==> src/rtl/fetch_cycle_pkg.sv <==
// -----------------------------------------------------------------------------
// fetch_pkg
//   Shared definitions for the instruction-fetch stage: the fetch FSM state
//   encoding and the default widths / constants that the fetch_cycle top and
//   its IF/ID register take as parameter defaults.
//   No ports (package).
// -----------------------------------------------------------------------------
package fetch_pkg;

  // Default fetch/PC width, instruction width and PC step.
  localparam int FETCH_PC_W    = 9;
  localparam int FETCH_INSTR_W = 33;
  localparam int FETCH_PC_INC  = 4;

  // Encoding placed on InstrD when IF/ID holds a bubble.
  localparam logic [FETCH_INSTR_W-1:0] FETCH_NOP_INSTR = '0;

  // S_REQ   : nothing outstanding, issue a request at PCF.
  // S_WAIT  : one request outstanding, waiting for its response.
  // S_HOLD  : response captured in the hold buffer while decode is stalled.
  // S_DRAIN : the outstanding response belongs to a redirected-away path.
  typedef enum logic [1:0] {
    S_REQ   = 2'd0,
    S_WAIT  = 2'd1,
    S_HOLD  = 2'd2,
    S_DRAIN = 2'd3
  } fetchState_t;

endpackage

==> src/rtl/Mux2Parametrizado.sv <==
// -----------------------------------------------------------------------------
// Mux2Parametrizado
//   Generic two-input multiplexer of configurable width.
//   Ports:
//     d0  in  WIDTH  selected when s = 0
//     d1  in  WIDTH  selected when s = 1
//     s   in  1      select
//     y   out WIDTH  result
// -----------------------------------------------------------------------------
module Mux2Parametrizado #(
  parameter int WIDTH = 8
) (
  input  logic [WIDTH-1:0] d0,
  input  logic [WIDTH-1:0] d1,
  input  logic             s,
  output logic [WIDTH-1:0] y
);

  assign y = s ? d1 : d0;

endmodule

==> src/rtl/fetch_cycle_if_id_register.sv <==
// -----------------------------------------------------------------------------
// if_id_register
//   IF/ID pipeline register between fetch and decode. Three behaviours per
//   edge, in priority order: bubble (invalidate, drive NOP, keep PC fields),
//   load (take a new instruction), otherwise hold.
//   Ports:
//     clk        in  1        clock, rising edge
//     rst        in  1        asynchronous active-low reset
//     load       in  1        capture instrIn/pcIn/pcPlus4In, mark valid
//     bubble     in  1        invalidate the slot (wins over load)
//     instrIn    in  INSTR_W  instruction to load
//     pcIn       in  PC_W     PC of instrIn
//     pcPlus4In  in  PC_W     pcIn + PC_INC, already wrapped
//     InstrD     out INSTR_W  registered instruction (NOP_INSTR when bubble)
//     PCD        out PC_W     registered PC
//     PCPlus4D   out PC_W     registered PC + PC_INC
//     ValidD     out 1        1 = real instruction, 0 = bubble
// -----------------------------------------------------------------------------
module if_id_register
  import fetch_pkg::*;
#(
  parameter int                 PC_W      = FETCH_PC_W,
  parameter int                 INSTR_W   = FETCH_INSTR_W,
  parameter logic [INSTR_W-1:0] NOP_INSTR = FETCH_NOP_INSTR
) (
  input  logic               clk,
  input  logic               rst,
  input  logic               load,
  input  logic               bubble,
  input  logic [INSTR_W-1:0] instrIn,
  input  logic [PC_W-1:0]    pcIn,
  input  logic [PC_W-1:0]    pcPlus4In,
  output logic [INSTR_W-1:0] InstrD,
  output logic [PC_W-1:0]    PCD,
  output logic [PC_W-1:0]    PCPlus4D,
  output logic               ValidD
);

  // A bubble leaves PCD/PCPlus4D untouched so downstream debug/trace still
  // sees the last real PC; only the valid bit and instruction word change.
  always_ff @(posedge clk or negedge rst) begin
    if (!rst) begin
      ValidD   <= 1'b0;
      InstrD   <= NOP_INSTR;
      PCD      <= '0;
      PCPlus4D <= '0;
    end else if (bubble) begin
      ValidD   <= 1'b0;
      InstrD   <= NOP_INSTR;
    end else if (load) begin
      ValidD   <= 1'b1;
      InstrD   <= instrIn;
      PCD      <= pcIn;
      PCPlus4D <= pcPlus4In;
    end
  end

endmodule

==> src/rtl/fetch_cycle.sv <==
// -----------------------------------------------------------------------------
// fetch_cycle
//   Instruction-fetch stage. Owns the fetch PC, runs a one-outstanding
//   request/response handshake with instruction memory (latency >= 1) and
//   drives the IF/ID register consumed by decode. Honours hazard-unit stalls
//   and EX-stage redirects; every IF/ID slot that does not carry a fresh
//   instruction is marked invalid so decode never sees a duplicate.
//   Ports:
//     clk         in  1        clock, rising edge
//     rst         in  1        asynchronous active-low reset
//     StallF      in  1        hold IF/ID, accept no new instruction
//     FlushD      in  1        bubble into IF/ID at the next edge
//     PCSrcE      in  1        redirect request from EX
//     PCTargetE   in  PC_W     redirect address
//     imem_req    out 1        request strobe (combinational)
//     imem_addr   out PC_W     request address
//     imem_valid  in  1        response strobe
//     imem_rdata  in  INSTR_W  response instruction
//     InstrD      out INSTR_W  IF/ID instruction
//     PCD         out PC_W     PC of InstrD
//     PCPlus4D    out PC_W     PCD + PC_INC, wrapped
//     ValidD      out 1        1 = InstrD is real, 0 = bubble
// -----------------------------------------------------------------------------
module fetch_cycle
  import fetch_pkg::*;
#(
  parameter int                 PC_W      = FETCH_PC_W,
  parameter int                 INSTR_W   = FETCH_INSTR_W,
  parameter int                 PC_INC    = FETCH_PC_INC,
  parameter logic [PC_W-1:0]    RESET_PC  = '0,
  parameter logic [INSTR_W-1:0] NOP_INSTR = FETCH_NOP_INSTR
) (
  input  logic               clk,
  input  logic               rst,
  input  logic               StallF,
  input  logic               FlushD,
  input  logic               PCSrcE,
  input  logic [PC_W-1:0]    PCTargetE,
  output logic               imem_req,
  output logic [PC_W-1:0]    imem_addr,
  input  logic               imem_valid,
  input  logic [INSTR_W-1:0] imem_rdata,
  output logic [INSTR_W-1:0] InstrD,
  output logic [PC_W-1:0]    PCD,
  output logic [PC_W-1:0]    PCPlus4D,
  output logic               ValidD
);

  localparam logic [PC_W-1:0] PC_STEP = PC_W'(PC_INC);

  fetchState_t        state;
  fetchState_t        stateNext;

  logic [PC_W-1:0]    PCF;        // next address to request
  logic [PC_W-1:0]    reqPC;      // address of the outstanding request
  logic [PC_W-1:0]    holdPC;     // hold buffer: PC
  logic [INSTR_W-1:0] holdInstr;  // hold buffer: instruction

  logic [PC_W-1:0]    pcIncF;
  logic [PC_W-1:0]    pcNextF;
  logic [PC_W-1:0]    loadPC;
  logic [PC_W-1:0]    loadPCPlus4;
  logic [INSTR_W-1:0] loadInstr;

  logic               issue;      // a request goes out this cycle
  logic               capture;    // response goes to the hold buffer
  logic               loadSrc;    // IF/ID takes a new instruction
  logic               fromHold;   // ... and it comes from the hold buffer
  logic               idBubble;

  // Next-PC select: sequential increment or the EX redirect target.
  assign pcIncF = PCF + PC_STEP;

  Mux2Parametrizado #(
    .WIDTH (PC_W)
  ) uNextPcMux (
    .d0 (pcIncF),
    .d1 (PCTargetE),
    .s  (PCSrcE),
    .y  (pcNextF)
  );

  // Fetch control: next state, request strobe and IF/ID source select.
  always_comb begin
    stateNext = state;
    issue     = 1'b0;
    capture   = 1'b0;
    loadSrc   = 1'b0;
    fromHold  = 1'b0;

    case (state)
      S_REQ: begin
        issue     = 1'b1;
        stateNext = S_WAIT;
      end
      S_WAIT: begin
        if (imem_valid) begin
          if (StallF) begin
            capture   = 1'b1;
            stateNext = S_HOLD;
          end else begin
            // Response accepted and the next request overlaps it.
            loadSrc   = 1'b1;
            issue     = 1'b1;
          end
        end
      end
      S_HOLD: begin
        if (!StallF) begin
          loadSrc   = 1'b1;
          fromHold  = 1'b1;
          issue     = 1'b1;
          stateNext = S_WAIT;
        end
      end
      S_DRAIN: begin
        if (imem_valid) begin
          stateNext = S_REQ;
        end
      end
      default: stateNext = S_REQ;
    endcase

    // A redirect overrides everything: no request, no load, no capture.
    // Leaving S_HOLD discards the buffered instruction. If a response is
    // still in flight it has to be drained before the target is requested.
    if (PCSrcE) begin
      issue   = 1'b0;
      capture = 1'b0;
      loadSrc = 1'b0;
      if ((state == S_WAIT || state == S_DRAIN) && !imem_valid) begin
        stateNext = S_DRAIN;
      end else begin
        stateNext = S_REQ;
      end
    end
  end

  // The state register resets to S_REQ asynchronously, so the strobe is
  // qualified with rst to stay low for the whole reset window.
  assign imem_req  = issue & rst;
  assign imem_addr = PCF;

  always_ff @(posedge clk or negedge rst) begin
    if (!rst) begin
      state <= S_REQ;
      PCF   <= RESET_PC;
    end else begin
      state <= stateNext;
      if (issue || PCSrcE) begin
        PCF <= pcNextF;
      end
    end
  end

  // Datapath registers carry no reset; the FSM decides when they are read.
  always_ff @(posedge clk) begin
    if (issue) begin
      reqPC <= PCF;
    end
    if (capture) begin
      holdInstr <= imem_rdata;
      holdPC    <= reqPC;
    end
  end

  assign loadInstr   = fromHold ? holdInstr : imem_rdata;
  assign loadPC      = fromHold ? holdPC    : reqPC;
  assign loadPCPlus4 = loadPC + PC_STEP;

  // When decode is not stalled and nothing new arrives, the slot must be
  // invalidated; holding a valid instruction would let decode take it twice.
  assign idBubble = PCSrcE | FlushD | (~StallF & ~loadSrc);

  if_id_register #(
    .PC_W      (PC_W),
    .INSTR_W   (INSTR_W),
    .NOP_INSTR (NOP_INSTR)
  ) uIfId (
    .clk       (clk),
    .rst       (rst),
    .load      (loadSrc),
    .bubble    (idBubble),
    .instrIn   (loadInstr),
    .pcIn      (loadPC),
    .pcPlus4In (loadPCPlus4),
    .InstrD    (InstrD),
    .PCD       (PCD),
    .PCPlus4D  (PCPlus4D),
    .ValidD    (ValidD)
  );

endmodule

==> config.mk <==
export PLATFORM = sky130hd
export DESIGN_NAME = fetch_cycle
export DESIGN_NICKNAME = d
export VERILOG_FILES = /design/src/rtl/fetch_cycle_pkg.sv /design/src/rtl/Mux2Parametrizado.sv /design/src/rtl/fetch_cycle_if_id_register.sv /design/src/rtl/fetch_cycle.sv
export SDC_FILE = /design/constraint.sdc
export NUM_CORES = 1
export LEC_CHECK = 0
export CAP_MARGIN = 0
export CELL_PAD_IN_SITES_DETAIL_PLACEMENT = 1
export CELL_PAD_IN_SITES_GLOBAL_PLACEMENT = 2
export CORE_MARGIN = 2
export CORE_UTILIZATION = 30
export CTS_CLUSTER_DIAMETER = 60
export DETAILED_ROUTE_END_ITERATION = 8
export GPL_TIMING_DRIVEN = 0
export PLACE_DENSITY_LB_ADDON = 0.15
export SLEW_MARGIN = 40
export SYNTH_ARGS = -nofsm -noshare
export SYNTH_HDL_FRONTEND = slang
export SYNTH_SLANG_ARGS = --single-unit
==> constraint.sdc <==
create_clock -name clk -period 2.6 [get_ports clk]
set_input_delay 0.52 -clock clk [delete_from_list [all_inputs] [get_ports clk]]
set_output_delay 0.52 -clock clk [all_outputs]
set_load 0.05 [all_outputs]
After elaboration in Yosys (flattened, before gate mapping)
Cells that the tools add are included.
- logic and storage cells: 58
- output and inout port bits: 62
- register bits: 114
- input bits: 48
- bitwise gates (word level): 7
- mux-type cells: 25
- eq/ne operators: 7
- reduce and logical (&&, ||, !) cells: 8
- add/sub/neg operators: 2
- operators with widths (operator ; number):
    two-way mux 33 bit ; 3
    adder 9 x 3 -> 9 bit, second input constant ; 2
    two-way mux 9 bit ; 2
    two-way mux 2 bit ; 6
    != test 3 bit, second input constant ; 4
    two-way mux 1 bit ; 11
    case mux 2 bit (4 select lines) ; 1
    == test 2 bit, second input constant ; 2
    AND reduction 4 bit ; 1
    inverter 1 bit ; 3
    case mux 1 bit (3 select lines) ; 1
    bitwise AND 1 bit ; 2
    == test 2 x 1 -> 1 bit, second input constant ; 1
    logical NOT 2 bit ; 1
    logical OR 1 bit ; 2
    OR 1 bit ; 2
    case mux 1 bit (2 select lines) ; 1
    AND reduction 2 bit ; 1
    nonzero test 2 bit ; 1
    logical AND 1 bit ; 1
    logical NOT 1 bit ; 1

Depth between registers and ports, before layout
- depth after elaboration: 9
- depth in mapped cells: 12

By module
Synthesis repeated with hierarchy kept, for this count alone.
- cells, all modules: 343
- area total of the unflattened synthesis: 5131.2 sq um
- by module, submodules not included (module ; area each (sq um) ; instances ; cells an instance ; seq. area each (sq um)):
    fetch_cycle ; 2902.8 ; 1 ; 184 ; 1806.7
    if_id_register ; 2082.0 ; 1 ; 149 ; 1301.2
    Mux2Parametrizado ; 146.4 ; 1 ; 10 ; 0.0

Worst setup path before layout
Ideal clock, no wire load.
- path type: in2reg
- start: input port PCSrcE
- end: register holdInstr[0] (enable)
- required time: 2197 ps
- path buffers: 1
- slack: 239 ps
- arrival: 1958 ps
- stages on the path: 3
- library setup time: 403 ps
- cell sequence: clkbuf_1 -> inv_1 -> and4_1
- longest elaborated chain between the ends: 1
- ends and longest elaborated chain (element ; line ; source):
    from (decl) ; fetch_cycle.sv:37 ; input logic PCSrcE,
    two-way mux 1 bit ; fetch_cycle.sv:127 ; if (PCSrcE) begin
    via capture ; fetch_cycle.sv:66 ; logic capture;
    to (signal assigned) ; fetch_cycle.sv:162 ; holdInstr <= imem_rdata;
    to (decl) ; fetch_cycle.sv:57 ; logic [INSTR_W-1:0] holdInstr;
The timed path passes the listed nets, and every way through them passes these cells.
A chain may end at the register's enable or synchronous reset.

Worst setup path in the final report
- start: input port StallF
- end: output port imem_req
- longest elaborated chain between the ends: 5
- ends and longest elaborated chain (element ; line ; source):
    from (decl) ; fetch_cycle.sv:35 ; input logic StallF,
    two-way mux 1 bit (*) ; fetch_cycle.sv:98, fetch_cycle.sv:109 ;
    two-way mux 1 bit ; fetch_cycle.sv:97 ; if (imem_valid) begin
    case mux 1 bit (3 select lines) (*) ; fetch_cycle.sv:91 ; case (state)
    two-way mux 1 bit (*) ; fetch_cycle.sv:127 ;
    bitwise AND 1 bit (*) ; fetch_cycle.sv:141 ; assign imem_req = issue & rst;
    to (decl) ; fetch_cycle.sv:39 ; output logic imem_req,
Mark *: on every way between the ends. The rest lies on a longest branch, timed or not.

==> out/qor.csv <==
stage,metric,value,unit
floorplan,dieArea,16440,µm²
worst_setup_path,crit_path_start_kind,input pin,
routing,drt.antenna.violating_nets,0,
routing,num_vias,3261,
worst_setup_path,end_kind,primary output,
clock_network,cts_root_buf,clkbuf_16,
cells_and_area,final_nets,543,
sta,final.setup_skew,0.009427,ns
grt,grt_max_degree,38,
status,status,"complete, no violations",
logic_synthesis,synth_cell_type_count,39,
sta,finalMaxSlewViolations,0,
floorplan,rows,45,
placement,placed_area,5997,µm²
sta,slew_headroom,0.6354,
logic_synthesis,ys_ff_latch,112,
worst_setup_path,crit_fanout,9,
logic_synthesis,synth_top_family_by_area,multiplexers,
floorplan,core,15150,µm²
sta,fin_crit_sh,0.9668,
routing,first_iter_violations,134,
clock_network,cts-htree-levels,3,
worst_setup_path,crit_required,2.08,ns
cells_and_area,area_growth,37.43,%
clock_network,holdBufCountCts,0,
clock_network,cts.clk_slew.worst_paths,0.07,ns
pwr,power_density,929.0,nW/µm²
worst_setup_path,slowest_stage,clkdlybuf4s50_1,
placement,io_buffers,108,
logic_synthesis,synth-xor-area-share,0.01324,
logic_synthesis,synth-adder-area-share,0.02162,
routing,drc,0,
logic_synthesis,ys_seq_area_frac,0.6605,
hold_path,hold_path.class,input pin to async pin,
logic_synthesis,yosys_warnings,0,
cells_and_area,drive_gt1_frac,0.09350,
placement,dp.final_hpwl,8226,µm
logic_synthesis,synthTopCellsByArea,"edfxtp_1, dfrtp_1, mux2i_1",
worst_setup_path,path_cells,"clkdlybuf4s50_1, nor2b_1, nor3_2, and3_1, clkbuf_4",
sta,fin_hold_ws,0.02549,ns
logic_synthesis,synth_simple_gate_area_frac,0.09757,
clock_network,clk_path_buf_depth,2,
worst_setup_path,crit_type,input pin to primary output,
clock_network,cts_sinks,112,
grt,grt_pass1_vias,3536,
logic_synthesis,ys_top_cells_by_count,"nand2_1, dfrtp_1, edfxtp_1",
floorplan,die_w,128.2,µm
placement,gp_congestion,0.7302,
sta,fmax,397.8,MHz
sta,tightestPinTransition,0.5452,ns
clock_network,cts_inserted_buffers,9,
cells_and_area,fillCellCount,1610,
logic_synthesis,yosysMostFrequentCell,nand2_1,
floorplan,fp.dieH,128.2,µm
logic_synthesis,syn_area_per_cell,12.68,µm²
logic_synthesis,synth-async-reset-ratio,0.5446,
pwr,vdd_ir_drop_max,0.0004263,V
routing,routedWlPerCell,17.28,µm
sta,period_needed,2.514,ns
logic_synthesis,synthMuxAreaShare,0.1054,
grt,grt-ovfl-total,0,
clock_network,cts_tree,built,
clock_network,clk_latency,0.35,ns
grt,antenna_found_initial,0,
cells_and_area,stdcell_area,6362,µm²
floorplan,ioPinCount,110,
routing,vias_per_cell,4.796,
sta,setup_viol_count_final,0,
worst_setup_path,slowest_delay,0.66,ns
job,maxCapViolCount,0,
grt,grt_pass1_wl,19280,µm
logic_synthesis,netlist.area_leader.share,0.3308,
worst_setup_path,worstPathArrival,1.99,ns
sta,finalHoldViolCount,0,
cells_and_area,antenna_cells,0,
logic_synthesis,synth_edf_count,51,
logic_synthesis,syn_nets,421,
logic_synthesis,yosys.area.top_type,edfxtp_1,
logic_synthesis,syn_area,4629,µm²
routing,routed_wl,11750,µm
logic_synthesis,syn_inst,365,
logic_synthesis,synthFlopType,dfrtp_1,
routing,drt-pass1-iter-count,4,
floorplan,initial_utilization,0.3057,
pwr,leakage,2.673,nW
logic_synthesis,synth_compound_area_frac,0.07730,
grt,grt_usage,0.1525,
[cell type report]
class	instances	area [µm²]	area share
Buffer	21	96.34	0.01514
Clock buffer	9	225.2	0.03540
Clock inverter	7	93.84	0.01475
Inverter	4	15.01	0.002360
Multi-Input combinational cell	227	1494	0.2348
Sequential cell	112	3060	0.4810
Tap cell	188	235.2	0.03697
Timing Repair Buffer	112	1142	0.1795
[power breakdown]
group | switching, W | internal, W | total (W)
registers | 0.000198 | 0.00214 | 0.00234
logic | 0.00130 | 0.000785 | 0.00209
clock network | 0.000636 | 0.000845 | 0.00148
[registers in the layout, summed over array words and instances (netlist names), 2 cells and up]
register and flops:
holdPC 9, holdInstr 33, uIfId.InstrD 33, reqPC 9, imem_addr 9, uIfId.PCD 7
state 2, uIfId.PCPlus4D 9
[cells in the final DEF (no fill, tap or decap), types with 2 or more instances in the layout]
cell type / Yosys / final
nor2_1: 9 / 8
or4_1: 2 / 2
xnor2_1: 3 / 3
a31oi_1: 2 / 2
or3_1: 2 / 2
bufinv_16: 0 / 2
o21ai_0: 50 / 50
clkbuf_16: 0 / 9
clkdlybuf4s50_1: 0 / 106
a21oi_1: 2 / 2
xor2_1: 4 / 4
dfrtp_1: 61 / 59
inv_1: 4 / 4
nand4b_1: 3 / 3
buf_2: 5 / 4
mux2_2: 6 / 6
dfrtp_2: 0 / 2
clkinv_2: 0 / 2
nor2b_1: 2 / 2
ha_1: 8 / 5
mux2i_1: 42 / 42
nand3_1: 7 / 7
buf_4: 2 / 5
nand2_1: 66 / 66
clkbuf_1: 13 / 12
clkinvlp_4: 0 / 2
ha_2: 0 / 2
edfxtp_1: 51 / 51
o22ai_1: 2 / 2
[critical path: cells and delay by family]
family	cells	cell delay, ns
buf+inv	2	0.87
simple gates	3	0.61
[metal layers]
metal,up-vias,track usage,part of all wire
li1,1542,-,-
met1,1643,0.2005,0.46
met2,66,0.2513,0.49
met3,10,0.03339,0.037
met4,0,0.04848,0.013
met5,-,0,0
[timing repair]
action | in CTS | in global routing
resized for setup | 9 | 9
endpoints found under the hold margin | 0 | 0
pin swaps | 1 | 1
endpoints found under the setup margin | 2 | 11
setup buffers | 1 | 1
[cell families after synthesis]
| family | Yosys count |
|---|---|
| muxes | 48 |
| buffers and inverters | 26 |
| DFF | 112 |
| AOI/OAI and AO/OA | 64 |
| adders and majority gates | 8 |
| and+or+nand+nor | 100 |
| xor gates and xnor gates | 7 |
[path summary, 6_finish.rpt]
kind                                 startpoint                       endpoint  slack [ns]  depth (start not counted)
min in group clk             reqPC[8]$_DFFE_PP_            holdPC[8]$_DFFE_PP_        0.47                          0
hold / removal                              rst   uIfId.InstrD[27]$_DFFE_PN0P_        0.03                          1
setup reg to reg           state[0]$_DFFE_PN0P_  uIfId.PCPlus4D[8]$_DFFE_PN0P_        0.23                         11
max in group asynchronous                   rst           state[1]$_DFFE_PN0P_        2.06                          2
setup / recovery                         StallF                       imem_req        0.09                          5
hold reg to reg              reqPC[8]$_DFFE_PP_            holdPC[8]$_DFFE_PP_        0.47                          0
[stage by stage]
stage                       util  power [W]  cells  setup TNS, ns  worst slack [ns]
after detailed placement  0.3960   0.004421    663         -4.754           -0.6201
after floorplan                -   0.003667    365              0            0.2394
after global placement    0.3926   0.004370    661        -132.05            -2.542
after CTS                 0.4179   0.005963    679              0          0.007204
after global routing      0.4201   0.006256    680      -0.008532         -0.008532
final                     0.4201   0.005911    680              0           0.08634
No activity file was read; power rests on OpenSTA's default activity.
